**src/rtl/add_aligner.sv**
```systemverilog
// add_aligner: front end of the FP16 adder.
//
// Unpacks two IEEE-754 half-precision operands, orders them by magnitude,
// right-aligns the smaller mantissa to the larger exponent and performs one
// add/subtract. The normalizer stage downstream receives an unnormalized result.
//
// Build option:
//   ALIGN_BARREL_EN - when defined, the alignment finishes in a single cycle
//                     through a barrel shifter. When undefined, the mantissa
//                     shifts one bit per cycle. Results are identical.
//
// Ports:
//   clk          clock
//   rst          synchronous active-high reset
//   in_valid     operand pair valid
//   in_ready     block can accept operands (high only in idle)
//   op_a, op_b   FP16 operands
//   out_valid    result valid, held until out_ready
//   out_ready    downstream accepts the result
//   sign         result sign
//   exponent     larger operand's exponent (pre-normalization)
//   mantissa_add unnormalized 11-bit mantissa
//   if_sub       1: leading-zero normalize path, 0: increment-exponent path
//   out_zero     exact zero result
module add_aligner #(
  parameter int unsigned MAX_SHIFT = 11
) (
  input  logic        clk,
  input  logic        rst,
  input  logic        in_valid,
  output logic        in_ready,
  input  logic [15:0] op_a,
  input  logic [15:0] op_b,
  output logic        out_valid,
  input  logic        out_ready,
  output logic        sign,
  output logic [4:0]  exponent,
  output logic [10:0] mantissa_add,
  output logic        if_sub,
  output logic        out_zero
);

  typedef enum logic [1:0] {StIdle, StAlign, StAdd, StHold} state_e;

  state_e      state_q, state_d;
  logic [10:0] big_q, big_d;
  logic [10:0] small_q, small_d;
  logic [4:0]  exp_big_q, exp_big_d;
  logic        sign_big_q, sign_big_d;
  logic        eff_sub_q, eff_sub_d;
  logic [4:0]  cnt_q, cnt_d;

  logic        sign_q, sign_d;
  logic [4:0]  exponent_q, exponent_d;
  logic [10:0] mant_q, mant_d;
  logic        if_sub_q, if_sub_d;
  logic        zero_q, zero_d;
  logic        valid_q, valid_d;

  // Unpack: a zero exponent is treated as zero, so the mantissa is dropped.
  logic [10:0] mant_a, mant_b;
  logic        a_big;
  logic [4:0]  exp_big_in, exp_small_in, exp_diff;
  logic        flush;

  assign mant_a = (op_a[14:10] != 5'd0) ? {1'b1, op_a[9:0]} : 11'd0;
  assign mant_b = (op_b[14:10] != 5'd0) ? {1'b1, op_b[9:0]} : 11'd0;

  // Comparing {exp,frac} orders by magnitude; ties keep A as the big operand.
  assign a_big        = op_a[14:0] >= op_b[14:0];
  assign exp_big_in   = a_big ? op_a[14:10] : op_b[14:10];
  assign exp_small_in = a_big ? op_b[14:10] : op_a[14:10];
  assign exp_diff     = exp_big_in - exp_small_in;
  assign flush        = {27'd0, exp_diff} >= MAX_SHIFT;

  // Add/subtract on the aligned mantissas. The big operand is never smaller
  // than the aligned small one, so the difference cannot go negative.
  logic [11:0] sum;
  logic [10:0] diff_mant;
  logic [10:0] res_mant;
  logic        res_sub;
  logic        res_zero;

  assign sum       = {1'b0, big_q} + {1'b0, small_q};
  assign diff_mant = big_q - small_q;

  always_comb begin
    res_mant = 11'd0;
    res_sub  = 1'b1;
    if (eff_sub_q) begin
      res_mant = diff_mant;
      res_sub  = 1'b1;
    end else if (sum[11]) begin
      // Carry out: keep the top 11 bits, normalizer bumps the exponent.
      res_mant = sum[11:1];
      res_sub  = 1'b0;
    end else begin
      res_mant = sum[10:0];
      res_sub  = 1'b1;
    end
  end

  assign res_zero = (res_mant == 11'd0);

  always_comb begin
    state_d    = state_q;
    big_d      = big_q;
    small_d    = small_q;
    exp_big_d  = exp_big_q;
    sign_big_d = sign_big_q;
    eff_sub_d  = eff_sub_q;
    cnt_d      = cnt_q;
    sign_d     = sign_q;
    exponent_d = exponent_q;
    mant_d     = mant_q;
    if_sub_d   = if_sub_q;
    zero_d     = zero_q;
    valid_d    = valid_q;

    unique case (state_q)
      StIdle: begin
        if (in_valid) begin
          big_d      = a_big ? mant_a : mant_b;
          small_d    = flush ? 11'd0 : (a_big ? mant_b : mant_a);
          cnt_d      = flush ? 5'd0 : exp_diff;
          exp_big_d  = exp_big_in;
          sign_big_d = a_big ? op_a[15] : op_b[15];
          eff_sub_d  = op_a[15] ^ op_b[15];
          state_d    = StAlign;
        end
      end
      StAlign: begin
`ifdef ALIGN_BARREL_EN
        small_d = small_q >> cnt_q;
        cnt_d   = 5'd0;
        state_d = StAdd;
`else
        if (cnt_q == 5'd0) begin
          state_d = StAdd;
        end else begin
          small_d = small_q >> 1;
          cnt_d   = cnt_q - 5'd1;
        end
`endif
      end
      StAdd: begin
        sign_d     = res_zero ? 1'b0 : sign_big_q;
        exponent_d = res_zero ? 5'd0 : exp_big_q;
        mant_d     = res_mant;
        if_sub_d   = res_sub;
        zero_d     = res_zero;
        valid_d    = 1'b1;
        state_d    = StHold;
      end
      StHold: begin
        if (out_ready) begin
          valid_d = 1'b0;
          state_d = StIdle;
        end
      end
      default: state_d = StIdle;
    endcase
  end

  always_ff @(posedge clk) begin
    if (rst) begin
      state_q    <= StIdle;
      big_q      <= 11'd0;
      small_q    <= 11'd0;
      exp_big_q  <= 5'd0;
      sign_big_q <= 1'b0;
      eff_sub_q  <= 1'b0;
      cnt_q      <= 5'd0;
      sign_q     <= 1'b0;
      exponent_q <= 5'd0;
      mant_q     <= 11'd0;
      if_sub_q   <= 1'b0;
      zero_q     <= 1'b0;
      valid_q    <= 1'b0;
    end else begin
      state_q    <= state_d;
      big_q      <= big_d;
      small_q    <= small_d;
      exp_big_q  <= exp_big_d;
      sign_big_q <= sign_big_d;
      eff_sub_q  <= eff_sub_d;
      cnt_q      <= cnt_d;
      sign_q     <= sign_d;
      exponent_q <= exponent_d;
      mant_q     <= mant_d;
      if_sub_q   <= if_sub_d;
      zero_q     <= zero_d;
      valid_q    <= valid_d;
    end
  end

  assign in_ready     = (state_q == StIdle);
  assign out_valid    = valid_q;
  assign sign         = sign_q;
  assign exponent     = exponent_q;
  assign mantissa_add = mant_q;
  assign if_sub       = if_sub_q;
  assign out_zero     = zero_q;

endmodule
```
**config.mk**
```make
export PLATFORM = sky130hd
export DESIGN_NAME = add_aligner
export DESIGN_NICKNAME = d
export VERILOG_FILES = /design/src/rtl/add_aligner.sv
export SDC_FILE = /design/constraint.sdc
export NUM_CORES = 1
export LEC_CHECK = 0
export ABC_AREA = 1
export BUFFER_PORTS_ARGS = -buffer_cell sky130_fd_sc_hd__buf_2
export CORE_MARGIN = 5
export CORE_UTILIZATION = 60
export CTS_CLUSTER_DIAMETER = 50
export DETAILED_ROUTE_END_ITERATION = 8
export HOLD_SLACK_MARGIN = 0.1
export PLACE_DENSITY_LB_ADDON = 0.05
export SLEW_MARGIN = 10
export SYNTH_ARGS = -nofsm -noshare
export SYNTH_HDL_FRONTEND = slang
export SYNTH_SLANG_ARGS = --single-unit
```
**constraint.sdc**
```tcl
create_clock -name clk -period 2.95 [get_ports clk]
set_clock_uncertainty 0.1 [all_clocks]
set_input_delay 0.1475 -clock clk [delete_from_list [all_inputs] [get_ports clk]]
set_output_delay 0.1475 -clock clk [all_outputs]
set_load 0.02 [all_outputs]
```
; ---- Yosys cells after proc, flatten, opt, wreduce, memory -nomap -nowiden
; Cells that the tools add are included.
[word_totals]
output_inout_bits = 21
ff_bits = 56
in_bits = 36
[classes]
bitwise = 1
addsub = 4
n_reduce_logical = 11
order_cmp = 2
muxes = 27
n_eq_ne = 7
[ops]
columns = operator, n
row1 = $mux 11, 9
row2 = $mux 5, 6
row3 = $pmux 11 s2, 1
row4 = $ge 15x15->1, 1
row5 = $add 11x11->12, 1
row6 = $logic_not 11->1, 1
row7 = $sub 11x11->11, 1
row8 = $pmux 5 s2, 1
row9 = $reduce_bool 5->1, 2
row10 = $ne 2x2->1 const B, 4
row11 = $pmux 2 s4, 1
row12 = $mux 2, 3
row13 = $reduce_and 3->1, 2
row14 = $ge 5x4->1 const B, 1
row15 = $logic_not 5->1, 1
row16 = $mux 1, 5
row17 = $sub 5x1->5 const B, 1
row18 = $sub 5x5->5, 1
row19 = $eq 2x2->1 const B, 2
row20 = $reduce_and 2->1, 2
row21 = $reduce_bool 2->1, 2
row22 = $eq 2x1->1 const B, 1
row23 = $logic_not 2->1, 1
row24 = $pmux 1 s2, 1
row25 = $xor 1x1->1, 1

; ---- Logic depth before layout (Yosys ltp)
; Gate-level depths: netlist of run 1.
[depth]
word_depth = 7
depth_mapped = 21
mapped_depth_nobuf = 21

; ---- Worst setup path after synthesis of run 1
; Ideal clock, no wire load.
[synth_path]
path_kind = flip-flop to flip-flop
start = reg big_q[0]
end = reg exponent_q[0], in the netlist exponent[0]
t_arrival_ns = 2.221
path_slack_ns = 0.497
path_buffers = 0
synth_period_minus_slack_ns = 2.453
stages_incl_launch_ff = 16
path_cell_list = dfxtp_1 inv_1 ha_1 fa_1 o21a_1 o21ai_0 nand2_1 nand2_1 o21ai_0 xor2_1 o21ai_1 nand3_1 nor2_1 nand2_2 nand2_1 a21oi_1
[synth_via]
elab_chain_cells = 5
[synth_lines]
columns = item, line_no
row1 = start: declaration, 46  ; logic [10:0] big_q, big_d;
row2 = start signal: assignment, 182  ; big_q <= big_d;
row3 = $add 11x11->12, 84  ; assign sum = {1'b0, big_q} + {1'b0, small_q};
row4 = $mux 11, 93  ; end else if (sum[11]) begin
row5 = $mux 11 (*), 90  ; if (eff_sub_q) begin
row6 = $logic_not 11->1 (*), 103  ; assign res_zero = (res_mant == 11'd0);
row7 = $mux 5 (*), 148  ; exponent_d = res_zero ? 5'd0 : exp_big_q;
row8 = end signal: assignment, 189  ; exponent_q <= exponent_d;
row9 = end: declaration, 54  ; logic [4:0] exponent_q, exponent_d;
; Every way passes the cells marked *; elsewhere a longest branch is shown, timed or not.
; A chain may end at the register's enable or synchronous reset.

; ---- Worst setup path in the final report of run 1
[layout_path]
start = reg small_q[10]
end = reg exponent_q[1], in the netlist exponent[1]
[layout_via]
elab_chain_cells = 5
[layout_lines]
columns = item, line_no
row1 = start: declaration, 47  ; logic [10:0] small_q, small_d;
row2 = start signal: assignment, 183  ; small_q <= small_d;
row3 = $add 11x11->12, 84
row4 = $mux 11, 93
row5 = $mux 11 (*), 90
row6 = $logic_not 11->1 (*), 103
row7 = $mux 5 (*), 148
; Marked as above.

==> results of run 1 <==
-- cell families (layout without fill, tap and decap cells) --
family / Yosys count / count (layout) / synth area share, %
buffers and inverters: 156 / 207 / 13.25
adder cells (fa/ha/maj): 45 / 45 / 12.00
flip-flops: 56 / 56 / 23.28
XOR/XNOR: 12 / 12 / 2.183
AO/OA/AOI/OAI: 169 / 169 / 19.41
AND/OR/NAND/NOR: 329 / 329 / 29.88
-- area by class of cell --
cell class / count / area share (%)
clock buffer: 5 / 1.290
multi-input combinational: 555 / 57.54
tap: 102 / 2.393
sequential: 56 / 21.09
inverter: 120 / 8.445
clock inverter: 3 / 0.5161
timing repair buffer: 79 / 8.726
-- timing repair --
action,in CTS,in global routing
hold buffers,5,0
setup buffers,0,3
gates resized for setup,0,10
setup endpoints to repair,0,7
hold endpoints to repair,5,0
-- final timing paths --
path,start,end,slack (ns),cells after the start
setup reg to reg,small_q[10]$_SDFFE_PP0P_,exponent[1]$_SDFFE_PP0P_,0.19,14
hold / removal,op_a[11],exp_big_q[1]$_SDFFE_PP0P_,0.12,5
setup / recovery,small_q[10]$_SDFFE_PP0P_,exponent[1]$_SDFFE_PP0P_,0.19,14
hold reg to reg,sign$_SDFFE_PP0P_,sign$_SDFFE_PP0P_,0.37,2
-- registers in the layout, indices dropped and copies added, names as in the netlist, 2 cells and up --
register,count
state_q,2
exp_big_q,5
cnt_q,5
exponent,5
big_q,11
small_q,11
mantissa_add,11
-- critical path, delay by kind of cell (launching register included) --
kind                       cells  cell delay (ns)
AOI/OAI and AO/OA              4             0.71
and+or+nand+nor                7             0.78
adders and majority gates      1             0.34
DFF                            1             0.35
buffers and inverters          2             0.34
-- power groups by stage --
stage,sequential (mW),clock [mW],combinational [mW]
after CTS,1.21,0.452,3.13
after global placement,1.21,0,3.05
after global routing,1.25,0.483,3.64
after detailed placement,1.22,0,3.10
after floorplan,1.26,0,2.29
final,1.22,0.441,3.22
-- layer usage --
metal / vias up / wire [um] / GRT usage (%) / share of wire, %
li1: 2584 / - / - / -
met1: 2230 / 5666 / 32.83 / 45
met2: 129 / 6020 / 44.83 / 48
met3: 24 / 547 / 3.015 / 4.4
met4: 0 / 268 / 8.508 / 2.1
met5: - / 0 / 0 / 0
-- metrics by stage --
step / cell area (sq um) / util, % / std cells
floorplan: 4816 / - / 767
global placement: 5149 / 66.29 / 904
detailed placement: 5149 / 66.29 / 904
CTS: 5295 / 68.17 / 917
global route: 5334 / 68.67 / 920
finish: 5334 / 68.67 / 920
-- cell usage in the layout (no fill, tap or decap), drive strengths merged, types with 3 or more instances in the layout --
cell,n
nand3,44
o211ai,12
xor2,9
or2,3
o21ai,58
nor2,57
inv,120
o21bai,4
nand4,21
dfxtp,56
a21oi,85
buf,74
clkbuf,5
ha,43
xnor2,3
nand2,194
dlygate4sd3,5
nor3,7
==> out/results.tsv, run 1 <==
metric	value	unit
Reg power frac	24.9	%
Max Cap Viol	0	
first-pass GRT wire length	21.29	mm
slowest CP cell	a221oi_1	
height of the chip	99.59	um
WL/cell	13.59	um
Sw Ratio	52.29	%
slew margin rel.	50.60	%
period utilization	93.71	%
drt first pass iters	5	
largest net degree at the start of global routing	32	
via/cell ratio	5.399	
IO buf count	56	
routability cong.	0.8737	
Synth Register Bits	56	
critical path cell sequence	ha_1, inv_1, nor2_1, a221oi_1, nand3_2, buf_4, o21ai_0, o21bai_1, nor2_1, nand2_1, nor2_1, nand2_2, nand2_1, a21oi_1	
CP endpoint kind	register	
synth-to-layout area growth	10.76	%
clk root buf	clkbuf_8	
Storage cell area	1125	sq um
Rows	32	
Post-Syn Instances	767	
critical path class	reg2reg	
DR iter-0 viols	297	
worst setup margin	0.1854	ns
CTS clk-pin slew, worst paths	0.10	ns
fin nets	898	
# H-tree levels	2	
crit path max fanout	7	
area of the multi-input gates	3069	sq um
syn_nets	848	
antenna violations before repair	0	
top cell type's share of synthesized area	23.28	%
# DRC	0	
overall power	4.874	mW
Mapped Avg Cell Area	6.279	sq um
initial core utilization	62.00	%
DRT antenna net count	0	
Leak	2.871	nW
# setup viols final	0	
hold_ws	0.1203	ns
core region area	7767	sq um
YS warnings	0	
Post-DP HPWL	9.969	mm
Place WS	0.06795	ns
clock power share	9.1	%
Distinct cells, synth	42	
fill count	730	
cell taking the most area after synthesis	dfxtp_1	
Power Dens Cells	913.8	nW/um^2
number of enable flip-flop cells after synthesis	0	
vias in the first global route	4717	
Worst EP required	3.04	ns
clk buf depth	2	
Final Hold Violating Endpoints	0	
Antenna Diode Count	0	
GRT Resource Usage Total	25.70	%
fin. max-slew vios	0	
Die Wd	99.59	um
Die ar.	9918	sq um
CTS sink count	56	
Int Pwr	2.325	mW
CP max stage delay	0.39	ns
GRT overflow	0	
critical path launch point type	register	
Setup TNS Final	0	ns
Psw	2.549	mW
worst-skew pair later-pin latency	0.32	ns
RSZ-0062 raised after global routing	false	
dominant cell by count in the synthesized netlist	nand2_1	
Cell Area, Synth	4816	sq um
IO Count	57	
Post-synth top cells	nand2_1, inv_1, a21oi_1	
fmax	361.7	MHz
largest cells by area after synthesis	dfxtp_1, nand2_1, ha_1	
DR vias	4967	
combinational power share	66.0	%
Period minus WS final	2.765	ns
top_reg_cell synth	dfxtp_1	
post-synthesis sequential area ratio	23.28	%
Hold Crit Class	in2reg	
Max VDD drop	0.3339	mV
Slew @ Worst Pin	0.7402	ns
Worst path most repeated cell	nor2_1	
Data arrival, critical path	2.86	ns
Async SR Flop Fraction	0	%
layout cells sized above 1	14.55	%
CTS tree	done	
TritonCTS Buffers	5	
outcome	finished clean	
Total Wirelength	12.50	mm
Power figures use the tool's default switching activity.
==> inputs of run 2 (changes only) <==
Settings changed: CELL_PAD_IN_SITES_DETAIL_PLACEMENT set to 0, CELL_PAD_IN_SITES_GLOBAL_PLACEMENT set to 1, CORE_UTILIZATION 60 to 42.
==> run 2 against run 1 <==
Worst setup slack better by 0.037 ns. First-iteration DRC count up 5.1%. Worst hold slack lost 0.0046 ns. Sequential power is essentially flat. Core utilization fell by 20 points. Clock-buffer cell count stayed put. Power is 6.5% higher. Final cell count increased by 5.1%. Non-clock buffer count is 6 higher. Die area grew 38%. Critical path depth increased by 1.
==> out/results.tsv, run 2 (synthesis gave the netlist of run 1 again) <==
metric	value	unit	change
Period minus WS final	2.728	ns	-0.03678 ns
Storage cell area	1122	sq um	-0.22%
period utilization	92.47	%	-1.2 points
combinational power share	64.9	%	-1.1 points
post-route non-filler standard cell count	967		+5.1%
antenna violations before repair	0		unchanged
# H-tree levels	2		unchanged
Sw Ratio	51.06	%	-1.2 points
Final Hold Violating Endpoints	0		unchanged
Die ar.	13710	sq um	+38%
Die Wd	117.1	um	+18%
outcome	finished clean		
Slew @ Worst Pin	0.7093	ns	-0.03085 ns
commonest non-fill, non-tap cell in the layout	nand2_1		
layout cells sized above 1	15.41	%	+0.86 points
area of the multi-input gates	3098	sq um	+0.94%
CTS clk-pin slew, worst paths	0.08	ns	-0.02 ns
critical path cell sequence	inv_1, ha_1, fa_2, o21a_1, o21ai_2, nand2_1, nand2_1, o21ai_0, xor2_1, o21ai_2, nand3_2, nor2_4, nand2_4, nand2_1, a21oi_1		
WP buf/inv	1		-1
Antenna Diode Count	0		unchanged
critical path launch point type	register		
DR vias	4881		-1.7%
drt first pass iters	5		unchanged
via/cell ratio	5.048		-6.5%
GRT Resource Usage Total	19.91	%	-5.8 points
crit path max fanout	7		unchanged
slowest CP cell	fa_2		
Power Dens Cells	943.0	nW/um^2	+3.2%
synth-to-layout area growth	14.29	%	
GRT overflow	0		unchanged
hold_ws	0.1157	ns	-0.004590 ns
Place WS	-0.06246	ns	-0.1304 ns
routability cong.	0.9159		+4.8%
initial core utilization	42.54	%	-19 points
WL/cell	13.81	um	+1.7%
TritonCTS Buffers	5		unchanged
worst-skew pair later-pin latency	0.30	ns	-0.02 ns
Rows	39		+22%
R2R setup slack	0.22	ns	+0.04 ns
vias in the first global route	4561		-3.3%
Max Cap Viol	0		unchanged
fmax	366.6	MHz	+1.3%
Worst EP required	3.03	ns	about the same
Hold Crit Class	in2reg		
Post-DP HPWL	10.65	mm	+6.8%
Max VDD drop	0.4265	mV	+28%
worst setup margin	0.2222	ns	+0.03678 ns
first-pass GRT wire length	22.13	mm	+3.9%
slew margin rel.	52.66	%	+2.1 points
fin nets	904		+0.67%
# DRC	0		unchanged
largest net degree at the start of global routing	32		unchanged
height of the chip	117.1	um	+18%
CTS sink count	56		unchanged
DR iter-0 viols	312		+5.1%
fill count	1205		+65%
Reg power frac	23.2	%	-1.7 points
Worst path most repeated cell	nand2_1		
clk buf depth	2		unchanged
IO Count	57		unchanged
Data arrival, critical path	2.81	ns	-0.05 ns
CP max stage delay	0.36	ns	-0.03 ns
fin util	48.62	%	-20 points
critical path class	reg2reg		
overall power	5.190	mW	+6.5%
RSZ-0062 raised after global routing	false		
fin. max-slew vios	0		unchanged
clock power share	11.9	%	+2.8 points
DRT antenna net count	0		unchanged
# placed instances	952		+5.3%
Leak	2.945	nW	+2.6%
Top delay family on crit path	compound AO/OA/AOI/OAI gates		
CP endpoint kind	register		
# setup viols final	0		unchanged
core region area	11320	sq um	+46%
Psw	2.650	mW	+4.0%
most frequent cells in the layout	nand2_1, inv_1, a21oi_1, nor2_1, buf_2		
IO buf count	56		unchanged
Total Wirelength	13.36	mm	+6.8%
clk root buf	clkbuf_16		
Int Pwr	2.540	mW	+9.2%
CTS tree	done		
run 2: power by group through the flow:
stage	clock network, mW	registers, mW	logic [mW]
after floorplan	0	1.26	2.29
final	0.617	1.20	3.37
after CTS	0.627	1.20	3.26
after detailed placement	0	1.22	3.23
after global routing	0.656	1.24	3.83
after global placement	0	1.20	3.23
run 2: cell type report:
cell class	instances	area share [%]
Clock inverter	3	0.3865
Multi-Input combinational cell	555	56.29
Tap cell	143	3.251
Timing Repair Buffer	85	9.229
Sequential cell	56	20.39
Inverter	120	8.184
Clock buffer	5	2.273
run 2: repair_timing:
item,4_1_cts,5_1_grt
resized for setup,1,13
hold buffers,4,0
pin swaps,0,4
hold endpoints to repair,4,0
gates cloned,0,0
setup endpoints to repair,6,7
buffers inserted,0,3
run 2: layer usage:
metal	GRT usage, %	routed length, um	share of wire (%)
met3	1.851	462	3.5
met5	0	0	0
met4	6.651	323	2.4
met2	33.11	6113	46
met1	27.12	6459	48
run 2: per-stage QoR:
step	area (sq um)	TNS, ns
6_report	5504	0
3_5_place_dp	5253	-0.3188
5_1_grt	5504	0
4_1_cts	5443	0
3_3_place_gp	5253	-0.2075
2_1_floorplan	4816	0
run 2: worst paths after layout:
check / from / endpoint / cells past startpoint
setup / recovery: big_q[0]$_SDFFE_PP0P_ / exponent[3]$_SDFFE_PP0P_ / 15
hold / removal: op_b[14] / exp_big_q[4]$_SDFFE_PP0P_ / 3
setup reg to reg: big_q[0]$_SDFFE_PP0P_ / exponent[3]$_SDFFE_PP0P_ / 15
hold reg to reg: exponent[2]$_SDFFE_PP0P_ / exponent[2]$_SDFFE_PP0P_ / 2
run 2: worst reg2reg max path, cell delays in order, from the launching register on:
cell and delay (ns):
dfxtp_1 0.35, inv_1 0.05, ha_1 0.23, fa_2 0.36
o21a_1 0.23, o21ai_2 0.13, nand2_1 0.09, nand2_1 0.06
o21ai_0 0.10, xor2_1 0.19, o21ai_2 0.22, nand3_2 0.11
nor2_4 0.14, nand2_4 0.09, nand2_1 0.09, a21oi_1 0.06
